`src/rtl/adc_capture_lock.sv`:
```
// -----------------------------------------------------------------------------
// adc_capture_lock
//
// Pixel-clock-domain capture stage for a VGA-style ADC. Raw hsync/vsync are
// filtered through a HISTORY_WIDTH-deep history, the local pixel_x/pixel_y
// counters are regenerated and pulled back into phase at filtered sync leading
// edges, and a lock state machine decides when captured pixels are trusted.
//
// Optional feature macro: ADC_CAPTURE_STATS_EN adds line_length/frame_lines.
//
// Ports:
//   hw_pixel_clk  in   pixel clock, all logic on posedge
//   hw_reset      in   asynchronous, active-high reset
//   hw_rgb_in     in   raw ADC pixel [PIXEL_SIZE]
//   hw_hsync_in   in   raw hsync (active level H_SYNC_POL)
//   hw_vsync_in   in   raw vsync (active level V_SYNC_POL)
//   pixel_data    out  registered pixel, 0 outside the active area
//   pixel_x       out  x coordinate of pixel_data
//   pixel_y       out  y coordinate of pixel_data
//   pixel_valid   out  pixel_data is an active-area pixel
//   frame_start   out  one-cycle strobe with pixel (0,0)
//   line_start    out  one-cycle strobe with every valid pixel at x=0
//   locked        out  lock FSM is in LOCKED
//   line_length   out  (stats) cycles between filtered hsync leading edges
//   frame_lines   out  (stats) hsync edges between vsync leading edges
// -----------------------------------------------------------------------------
module adc_capture_lock #(
    parameter int PRECISION     = 11,
    parameter int PIXEL_SIZE    = 16,
    parameter int X_RES         = 800,
    parameter int Y_RES         = 600,
    parameter int H_FRONT_PORCH = 40,
    parameter int H_SYNC        = 128,
    parameter int H_BACK_PORCH  = 88,
    parameter int V_FRONT_PORCH = 1,
    parameter int V_SYNC        = 4,
    parameter int V_BACK_PORCH  = 23,
    parameter int H_SYNC_POL    = 1,
    parameter int V_SYNC_POL    = 1,
    parameter int HISTORY_WIDTH = 5,
    parameter int H_TOL         = 2,
    parameter int V_TOL         = 2,
    parameter int LOCK_LINES    = 16,
    parameter int MISS_LIMIT    = 4,
    parameter int REQUIRE_LOCK  = 1
) (
    input  logic                  hw_pixel_clk,
    input  logic                  hw_reset,
    input  logic [PIXEL_SIZE-1:0] hw_rgb_in,
    input  logic                  hw_hsync_in,
    input  logic                  hw_vsync_in,
    output logic [PIXEL_SIZE-1:0] pixel_data,
    output logic [PRECISION-1:0]  pixel_x,
    output logic [PRECISION-1:0]  pixel_y,
    output logic                  pixel_valid,
    output logic                  frame_start,
    output logic                  line_start,
    output logic                  locked
`ifdef ADC_CAPTURE_STATS_EN
    ,
    output logic [PRECISION-1:0]  line_length,
    output logic [PRECISION-1:0]  frame_lines
`endif
);

    localparam int H_TOTAL = X_RES + H_FRONT_PORCH + H_SYNC + H_BACK_PORCH;
    localparam int V_TOTAL = Y_RES + V_FRONT_PORCH + V_SYNC + V_BACK_PORCH;
    // Expected x at the filtered leading edge: raw edge position plus the
    // filter delay of HISTORY_WIDTH cycles.
    localparam int R_H     = X_RES + H_FRONT_PORCH + HISTORY_WIDTH;
    localparam int R_V     = Y_RES + V_FRONT_PORCH;
    localparam int TOUT_W  = $clog2(2 * H_TOTAL + 1);
    localparam int GOOD_W  = $clog2(LOCK_LINES + 1);
    localparam int MISS_W  = $clog2(MISS_LIMIT + 1);

    localparam logic [PRECISION-1:0] ZERO_P     = PRECISION'(0);
    localparam logic [PRECISION-1:0] ONE_P      = PRECISION'(1);
    localparam logic [PRECISION-1:0] X_RES_P    = PRECISION'(X_RES);
    localparam logic [PRECISION-1:0] Y_RES_P    = PRECISION'(Y_RES);
    localparam logic [PRECISION-1:0] H_LAST_P   = PRECISION'(H_TOTAL - 1);
    localparam logic [PRECISION-1:0] V_LAST_P   = PRECISION'(V_TOTAL - 1);
    localparam logic [PRECISION-1:0] R_H_P      = PRECISION'(R_H);
    localparam logic [PRECISION-1:0] R_H_NEXT_P = PRECISION'(R_H + 1);
    localparam logic [PRECISION-1:0] R_V_P      = PRECISION'(R_V);
    localparam logic [PRECISION-1:0] H_TOL_P    = PRECISION'(H_TOL);
    localparam logic [PRECISION-1:0] V_TOL_P    = PRECISION'(V_TOL);
    localparam logic [GOOD_W-1:0]    GOOD_LAST  = GOOD_W'(LOCK_LINES - 1);
    localparam logic [MISS_W-1:0]    MISS_LAST  = MISS_W'(MISS_LIMIT - 1);
    localparam logic [TOUT_W-1:0]    TOUT_LAST  = TOUT_W'(2 * H_TOTAL - 1);
    localparam logic [HISTORY_WIDTH-1:0] H_ACT_PAT =
        (H_SYNC_POL != 0) ? {HISTORY_WIDTH{1'b1}} : {HISTORY_WIDTH{1'b0}};
    localparam logic [HISTORY_WIDTH-1:0] V_ACT_PAT =
        (V_SYNC_POL != 0) ? {HISTORY_WIDTH{1'b1}} : {HISTORY_WIDTH{1'b0}};

    typedef enum logic [0:0] {
        SEARCH = 1'b0,
        LOCKED = 1'b1
    } lock_state_t;

    logic [HISTORY_WIDTH-1:0] hsync_hist_r;
    logic [HISTORY_WIDTH-1:0] vsync_hist_r;
    logic                     hsync_filt_r;   // 1 = filtered sync active
    logic                     vsync_filt_r;
    logic [PRECISION-1:0]     x_r;
    logic [PRECISION-1:0]     y_r;
    lock_state_t              state_r;
    logic [GOOD_W-1:0]        good_cnt_r;
    logic [MISS_W-1:0]        miss_cnt_r;
    logic [TOUT_W-1:0]        tout_r;

    logic                     h_all_act_s;
    logic                     h_all_idle_s;
    logic                     v_all_act_s;
    logic                     v_all_idle_s;
    logic                     h_edge_s;
    logic                     v_edge_s;
    logic [PRECISION-1:0]     h_err_s;
    logic [PRECISION-1:0]     v_err_s;
    logic                     h_good_s;
    logic                     x_wrap_s;
    logic                     y_inc_s;
    logic [PRECISION-1:0]     y_step_s;
    logic [PRECISION-1:0]     x_next_s;
    logic [PRECISION-1:0]     y_next_s;
    logic                     pix_valid_s;

    assign h_all_act_s  = (hsync_hist_r == H_ACT_PAT);
    assign h_all_idle_s = (hsync_hist_r == ~H_ACT_PAT);
    assign v_all_act_s  = (vsync_hist_r == V_ACT_PAT);
    assign v_all_idle_s = (vsync_hist_r == ~V_ACT_PAT);
    // Leading edge is the cycle in which the filtered state is about to go active.
    assign h_edge_s     = h_all_act_s && !hsync_filt_r;
    assign v_edge_s     = v_all_act_s && !vsync_filt_r;

    // Sync filters: shift history and update the filtered state with hysteresis.
    always_ff @(posedge hw_pixel_clk or posedge hw_reset) begin
        if (hw_reset) begin
            hsync_hist_r <= ~H_ACT_PAT;
            vsync_hist_r <= ~V_ACT_PAT;
            hsync_filt_r <= 1'b0;
            vsync_filt_r <= 1'b0;
        end else begin
            hsync_hist_r <= {hsync_hist_r[HISTORY_WIDTH-2:0], hw_hsync_in};
            vsync_hist_r <= {vsync_hist_r[HISTORY_WIDTH-2:0], hw_vsync_in};
            if (h_all_act_s) begin
                hsync_filt_r <= 1'b1;
            end else if (h_all_idle_s) begin
                hsync_filt_r <= 1'b0;
            end else begin
                hsync_filt_r <= hsync_filt_r;
            end
            if (v_all_act_s) begin
                vsync_filt_r <= 1'b1;
            end else if (v_all_idle_s) begin
                vsync_filt_r <= 1'b0;
            end else begin
                vsync_filt_r <= vsync_filt_r;
            end
        end
    end

    // Next x/y: free-running raster with phase correction at sync edges.
    always_comb begin
        h_err_s  = (x_r >= R_H_P) ? (x_r - R_H_P) : (R_H_P - x_r);
        v_err_s  = (y_r >= R_V_P) ? (y_r - R_V_P) : (R_V_P - y_r);
        h_good_s = (h_err_s <= H_TOL_P);
        x_wrap_s = (x_r == H_LAST_P);
        if (h_edge_s && !h_good_s) begin
            // A correction replaces the increment, including a pending wrap.
            x_next_s = R_H_NEXT_P;
            y_inc_s  = 1'b0;
        end else begin
            x_next_s = x_wrap_s ? ZERO_P : (x_r + ONE_P);
            y_inc_s  = x_wrap_s;
        end
        if (y_inc_s) begin
            y_step_s = (y_r == V_LAST_P) ? ZERO_P : (y_r + ONE_P);
        end else begin
            y_step_s = y_r;
        end
        if (v_edge_s && (v_err_s > V_TOL_P)) begin
            y_next_s = R_V_P;
        end else begin
            y_next_s = y_step_s;
        end
    end

    // Raster counters.
    always_ff @(posedge hw_pixel_clk or posedge hw_reset) begin
        if (hw_reset) begin
            x_r <= ZERO_P;
            y_r <= ZERO_P;
        end else begin
            x_r <= x_next_s;
            y_r <= y_next_s;
        end
    end

    // Lock FSM: qualifies hsync edges, tracks good/miss streaks and edge timeout.
    always_ff @(posedge hw_pixel_clk or posedge hw_reset) begin
        if (hw_reset) begin
            state_r    <= SEARCH;
            good_cnt_r <= {GOOD_W{1'b0}};
            miss_cnt_r <= {MISS_W{1'b0}};
            tout_r     <= {TOUT_W{1'b0}};
            locked     <= 1'b0;
        end else if (h_edge_s) begin
            tout_r <= {TOUT_W{1'b0}};
            case (state_r)
                SEARCH: begin
                    if (!h_good_s) begin
                        good_cnt_r <= {GOOD_W{1'b0}};
                    end else if (good_cnt_r == GOOD_LAST) begin
                        // This edge completes the LOCK_LINES streak.
                        state_r    <= LOCKED;
                        locked     <= 1'b1;
                        good_cnt_r <= {GOOD_W{1'b0}};
                        miss_cnt_r <= {MISS_W{1'b0}};
                    end else begin
                        good_cnt_r <= good_cnt_r + GOOD_W'(1);
                    end
                end
                LOCKED: begin
                    if (h_good_s) begin
                        miss_cnt_r <= {MISS_W{1'b0}};
                    end else if (miss_cnt_r == MISS_LAST) begin
                        state_r    <= SEARCH;
                        locked     <= 1'b0;
                        good_cnt_r <= {GOOD_W{1'b0}};
                        miss_cnt_r <= {MISS_W{1'b0}};
                    end else begin
                        miss_cnt_r <= miss_cnt_r + MISS_W'(1);
                    end
                end
                default: begin
                    state_r    <= SEARCH;
                    locked     <= 1'b0;
                    good_cnt_r <= {GOOD_W{1'b0}};
                    miss_cnt_r <= {MISS_W{1'b0}};
                end
            endcase
        end else if (tout_r == TOUT_LAST) begin
            // Saturated timeout holds the FSM in SEARCH until edges return.
            state_r    <= SEARCH;
            locked     <= 1'b0;
            good_cnt_r <= {GOOD_W{1'b0}};
            miss_cnt_r <= {MISS_W{1'b0}};
        end else begin
            tout_r <= tout_r + TOUT_W'(1);
        end
    end

    assign pix_valid_s = (x_r < X_RES_P) && (y_r < Y_RES_P) &&
                         (locked || (REQUIRE_LOCK == 0));

    // Output pipeline: one-cycle registered pixel, coordinates and strobes.
    always_ff @(posedge hw_pixel_clk or posedge hw_reset) begin
        if (hw_reset) begin
            pixel_data  <= {PIXEL_SIZE{1'b0}};
            pixel_x     <= ZERO_P;
            pixel_y     <= ZERO_P;
            pixel_valid <= 1'b0;
            frame_start <= 1'b0;
            line_start  <= 1'b0;
        end else begin
            pixel_data  <= pix_valid_s ? hw_rgb_in : {PIXEL_SIZE{1'b0}};
            pixel_x     <= x_r;
            pixel_y     <= y_r;
            pixel_valid <= pix_valid_s;
            frame_start <= pix_valid_s && (x_r == ZERO_P) && (y_r == ZERO_P);
            line_start  <= pix_valid_s && (x_r == ZERO_P);
        end
    end

`ifdef ADC_CAPTURE_STATS_EN
    logic [PRECISION-1:0] line_cnt_r;
    logic [PRECISION-1:0] hedge_cnt_r;

    // Timing statistics: measured line length and lines per frame.
    always_ff @(posedge hw_pixel_clk or posedge hw_reset) begin
        if (hw_reset) begin
            line_cnt_r  <= ZERO_P;
            hedge_cnt_r <= ZERO_P;
            line_length <= ZERO_P;
            frame_lines <= ZERO_P;
        end else begin
            if (h_edge_s) begin
                line_length <= (&line_cnt_r) ? line_cnt_r : (line_cnt_r + ONE_P);
                line_cnt_r  <= ZERO_P;
            end else begin
                line_length <= line_length;
                line_cnt_r  <= (&line_cnt_r) ? line_cnt_r : (line_cnt_r + ONE_P);
            end
            if (v_edge_s) begin
                // A same-cycle hsync edge still belongs to the frame just closed.
                frame_lines <= hedge_cnt_r + (h_edge_s ? ONE_P : ZERO_P);
                hedge_cnt_r <= ZERO_P;
            end else if (h_edge_s) begin
                frame_lines <= frame_lines;
                hedge_cnt_r <= hedge_cnt_r + ONE_P;
            end else begin
                frame_lines <= frame_lines;
                hedge_cnt_r <= hedge_cnt_r;
            end
        end
    end
`endif

endmodule

```
`config.mk`:
```
export PLATFORM = sky130hd
export DESIGN_NAME = adc_capture_lock
export DESIGN_NICKNAME = d
export VERILOG_FILES = /design/src/rtl/adc_capture_lock.sv
export SDC_FILE = /design/constraint.sdc
export NUM_CORES = 1
export LEC_CHECK = 0
export ABC_AREA = 1
export BUFFER_PORTS_ARGS = -buffer_cell sky130_fd_sc_hd__buf_2
export CORE_ASPECT_RATIO = 1.25
export CORE_MARGIN = 5
export CORE_UTILIZATION = 42
export CTS_CLUSTER_DIAMETER = 150
export DETAILED_ROUTE_END_ITERATION = 8
export PLACE_DENSITY_LB_ADDON = 0.15
export RECOVER_POWER = 50
export SLEW_MARGIN = 10
export SYNTH_ARGS = -nofsm -noshare
export SYNTH_HDL_FRONTEND = slang
export SYNTH_SLANG_ARGS = --single-unit
```
`constraint.sdc`:
```
create_clock -name hw_pixel_clk -period 5.5 [get_ports hw_pixel_clk]
set_clock_uncertainty 0.1 [all_clocks]
set_input_delay 1.1 -clock hw_pixel_clk [delete_from_list [all_inputs] [get_ports hw_pixel_clk]]
set_output_delay 1.1 -clock hw_pixel_clk [all_outputs]
set_load 0.03 [all_outputs]
```
==> flow_summary.json <==
{
  "synthesis.nets": 744,
  "die_w_microns": 111.3,
  "peakVddDrop_v": 0.0001845,
  "crit_path_start": "hw_reset",
  "path_clk_slew_ns": 0.07,
  "synthXorXnorAreaFrac_pct": 3.577,
  "ff2ff_setup_slack_ns": 2.55,
  "synthMuxAreaShare_pct": 0,
  "slew_headroom_pct": -79.42,
  "holdCritPathClass": "reg2reg",
  "max_freq_mhz": 329.1,
  "yosysUniqueCellTypes": 36,
  "seqPwrFrac_pct": 37.7,
  "io_pins": 62,
  "rr_startpoint": "x_r[1]",
  "yosysSeqAreaShare_pct": 45.06,
  "status": "finished, violations left",
  "synth_top_area_share_pct": 45.06,
  "crit_slowest_cell": "clkinvlp_2",
  "tns_ns": 0,
  "drtPass1Iterations": 5,
  "max_slew.worst_pin.slew_ns": 2.677,
  "start_util_pct": 42.54,
  "reg2reg_depth": 16,
  "combPwrFrac_pct": 38.5,
  "rsz0062_at_grt": "no",
  "die_area_sq_um": 15200,
  "synth_seq_cells": 97,
  "start_kind": "primary input",
  "drive_above_1_share_pct": 11.46,
  "grt_pass1_vias": 4762,
  "hold_end": "hsync_hist_r[2]",
  "synth_area_sq_um": 5386,
  "clockBufferDepth": 2,
  "port_buffers": 61,
  "grt_antenna_before_repair": 0,
  "path_cells": "buf_2 -> clkinvlp_2 -> buf_4",
  "cp_max_fo": 60,
  "finalHoldViolCount": 0,
  "synth-simple-area-share_pct": 32.31,
  "period_share_pct": 55.24,
  "min_from": "hsync_hist_r[1]",
  "setup_viol": 0,
  "cts-buffers-inserted": 9,
  "synth_fa_ha_area_share_pct": 4.181,
  "power_switching_uw": 1097,
  "layout.cells.most_common": "nand2_1",
  "p_leak_uw": 0.003269,
  "clock-sinks": 97,
  "slew_viol_final": 61,
  "multiInputGateArea_sq_um": 2442,
  "synth_top_area_cell": "dfrtp_1",
  "areaGrowthSynthToFinish_pct": 12.47,
  "path_class": "in2async",
  "layout_common_cells": "nand2_1 (197), dfrtp_1 (97), inv_1 (93)",
  "grt_max_degree": 61,
  "netlist_instances": 706,
  "coreArea_sq_um": 12660,
  "num_rows": 46,
  "violations": "capacitance limit, slew limit",
  "cts_root_buffer": "clkbuf_16",
  "grt_use_total_pct": 17.92,
  "ant_nets": 0,
  "power.density_nw_per_um2": 431.3,
  "min_delay_path_depth": 0,
  "fillCellCount": 1298,
  "seqCellArea_sq_um": 2427,
  "internal_power_uw": 1516,
  "netlist_top_cells_area": "dfrtp_1 (45%), nand2_1 (14%), inv_1 (6.6%)",
  "crit_required_ns": 5.86,
  "routed_wl_mm": 12.99,
  "drt-initial-drc-count": 229,
  "grt_pass1_wl_mm": 22.05,
  "drcViolationCount": 0,
  "synth_top_family_by_area": "simple AND/OR/NAND/NOR gates",
  "die_h_microns": 136.6,
  "synth_compound_area_share_pct": 5.366,
  "drv_cap": 1,
  "htree_levels": 3,
  "syn_avg_cell_area_sq_um": 7.629,
  "cts_resized": 0,
  "period_minus_slack_ns": 3.038,
  "max_stage_delay_ns": 1.50,
  "grt_remaining_overflow": 0,
  "cts_tree": "yes",
  "cts_hold_buf": 0,
  "final_area_sq_um": 6058,
  "p_sw_share_pct": 41.97,
  "rr_endpoint": "y_r[2]",
  "placed_area_sq_um": 5793,
  "cts_setup_buffers": 0,
  "dpl.hpwl_mm": 9.772,
  "diodes": 0,
  "via_per_inst": 5.002,
  "worstSkewPairLatency_ns": 0.35,
  "clockPowerShare_pct": 23.8,
  "nNetsFinal": 801,
  "ys.warnings.count": 0,
  "num_vias": 4682,
  "routabilityCongestion": 0.9117,
  "arrival_ns": 3.39,
  "wire_per_inst_microns": 13.88,
  "end_kind": "asynchronous set/reset pin"
}
[through the flow]
stage | util (%) | power [uW] | cells | hold WS, ns | setup slack (ns)
CTS | 48.10 | 2644 | 936 | 0.2990 | 2.525
finish | 47.85 | 2613 | 936 | 0.2982 | 2.462
global route | 47.85 | 2830 | 936 | 0.3115 | 1.907
floorplan | - | 1769 | 706 | 0.2487 | 1.766
detailed placement | 45.75 | 2010 | 920 | 0.2836 | 2.541
global placement | 45.75 | 2000 | 920 | 0.2775 | 2.584
[cell families (layout without fill, tap and decap cells)]
logic type / after synthesis / after routing
flip-flops: 97 / 97
adder cells (fa/ha/maj): 18 / 18
AND/OR/NAND/NOR: 397 / 397
AO/OA/AOI/OAI: 52 / 52
buffers and inverters: 120 / 182
XOR/XNOR: 22 / 22
[cells in the mapped netlist]
| master | instances |
|---|---|
| nand2_1 | 196 |
| dfrtp_1 | 97 |
| inv_1 | 94 |
| nor2_1 | 74 |
| nand3_1 | 64 |
| o21ai_0 | 23 |
| nor3_1 | 19 |
| a21oi_1 | 18 |
| ha_1 | 18 |
| xor2_1 | 18 |
| nand4_1 | 17 |
| inv_2 | 9 |
| buf_2 | 8 |
| nor2_2 | 7 |
| buf_6 | 6 |
| nand2_2 | 4 |
| xnor2_1 | 4 |
| a21oi_2 | 3 |
| nor3b_1 | 3 |
| nor4_1 | 3 |
| or2_2 | 3 |
| nand3_2 | 2 |
| nor3_2 | 2 |
| o21a_1 | 2 |
| a211oi_1 | 1 |
| a21boi_0 | 1 |
| a31oi_1 | 1 |
| buf_4 | 1 |
| clkbuf_1 | 1 |
| inv_4 | 1 |
| nand2_4 | 1 |
| nand3_4 | 1 |
| nand3b_1 | 1 |
| o21ai_1 | 1 |
| o21ai_2 | 1 |
| o21bai_1 | 1 |
[worst max-delay path, delay by kind of cell]
family   cells  cell delay (ns)
buf+inv      3             2.24
[sequential cells by signal, summed over array words and instances (netlist names)]
name / count
pixel_data: 16
tout_r: 12
pixel_x: 11
pixel_y: 11
x_r: 11
y_r: 11
good_cnt_r: 5
hsync_hist_r: 5
vsync_hist_r: 5
miss_cnt_r: 3
frame_start: 1
hsync_filt_r: 1
line_start: 1
locked: 1
pixel_valid: 1
state_r: 1
vsync_filt_r: 1
[worst max path at each step]
stage,endpoint,slack [ns],cells past startpoint
3_5_place_dp,y_r[5],2.54,16
4_1_cts,y_r[2],2.53,16
3_3_place_gp,y_r[5],2.58,16
5_1_grt,pixel_x[8],1.91,3
6_report,pixel_x[8],2.46,3
2_1_floorplan,frame_start,1.77,1
[area by class of cell]
| type | instances | area share, % |
|---|---|---|
| well taps | 168 | 3.470 |
| multi-input cells | 489 | 40.31 |
| clock buffers | 11 | 3.841 |
| inverters | 104 | 6.506 |
| clock inverters | 5 | 1.074 |
| flip-flops and latches | 97 | 40.07 |
| repair buffers | 62 | 4.729 |
[routing by layer]
layer  track usage (%)  up-vias  wire [microns]
met5                 0        -               0
met2             30.82      144            6173
met1             20.65     2160            5547
li1                  -     2332               -
met3             3.273       46             632
met4             11.36        0             634
[power groups by stage]
| stage | registers [uW] | clock network, uW | logic, uW |
|---|---|---|---|
| finish | 985 | 622 | 1010 |
| floorplan | 1010 | 0 | 762 |
| detailed placement | 998 | 0 | 1010 |
| global route | 1000 | 670 | 1160 |
| CTS | 984 | 642 | 1020 |
| global placement | 997 | 0 | 1000 |
Note: power is estimated with default switching activity, not from simulation.
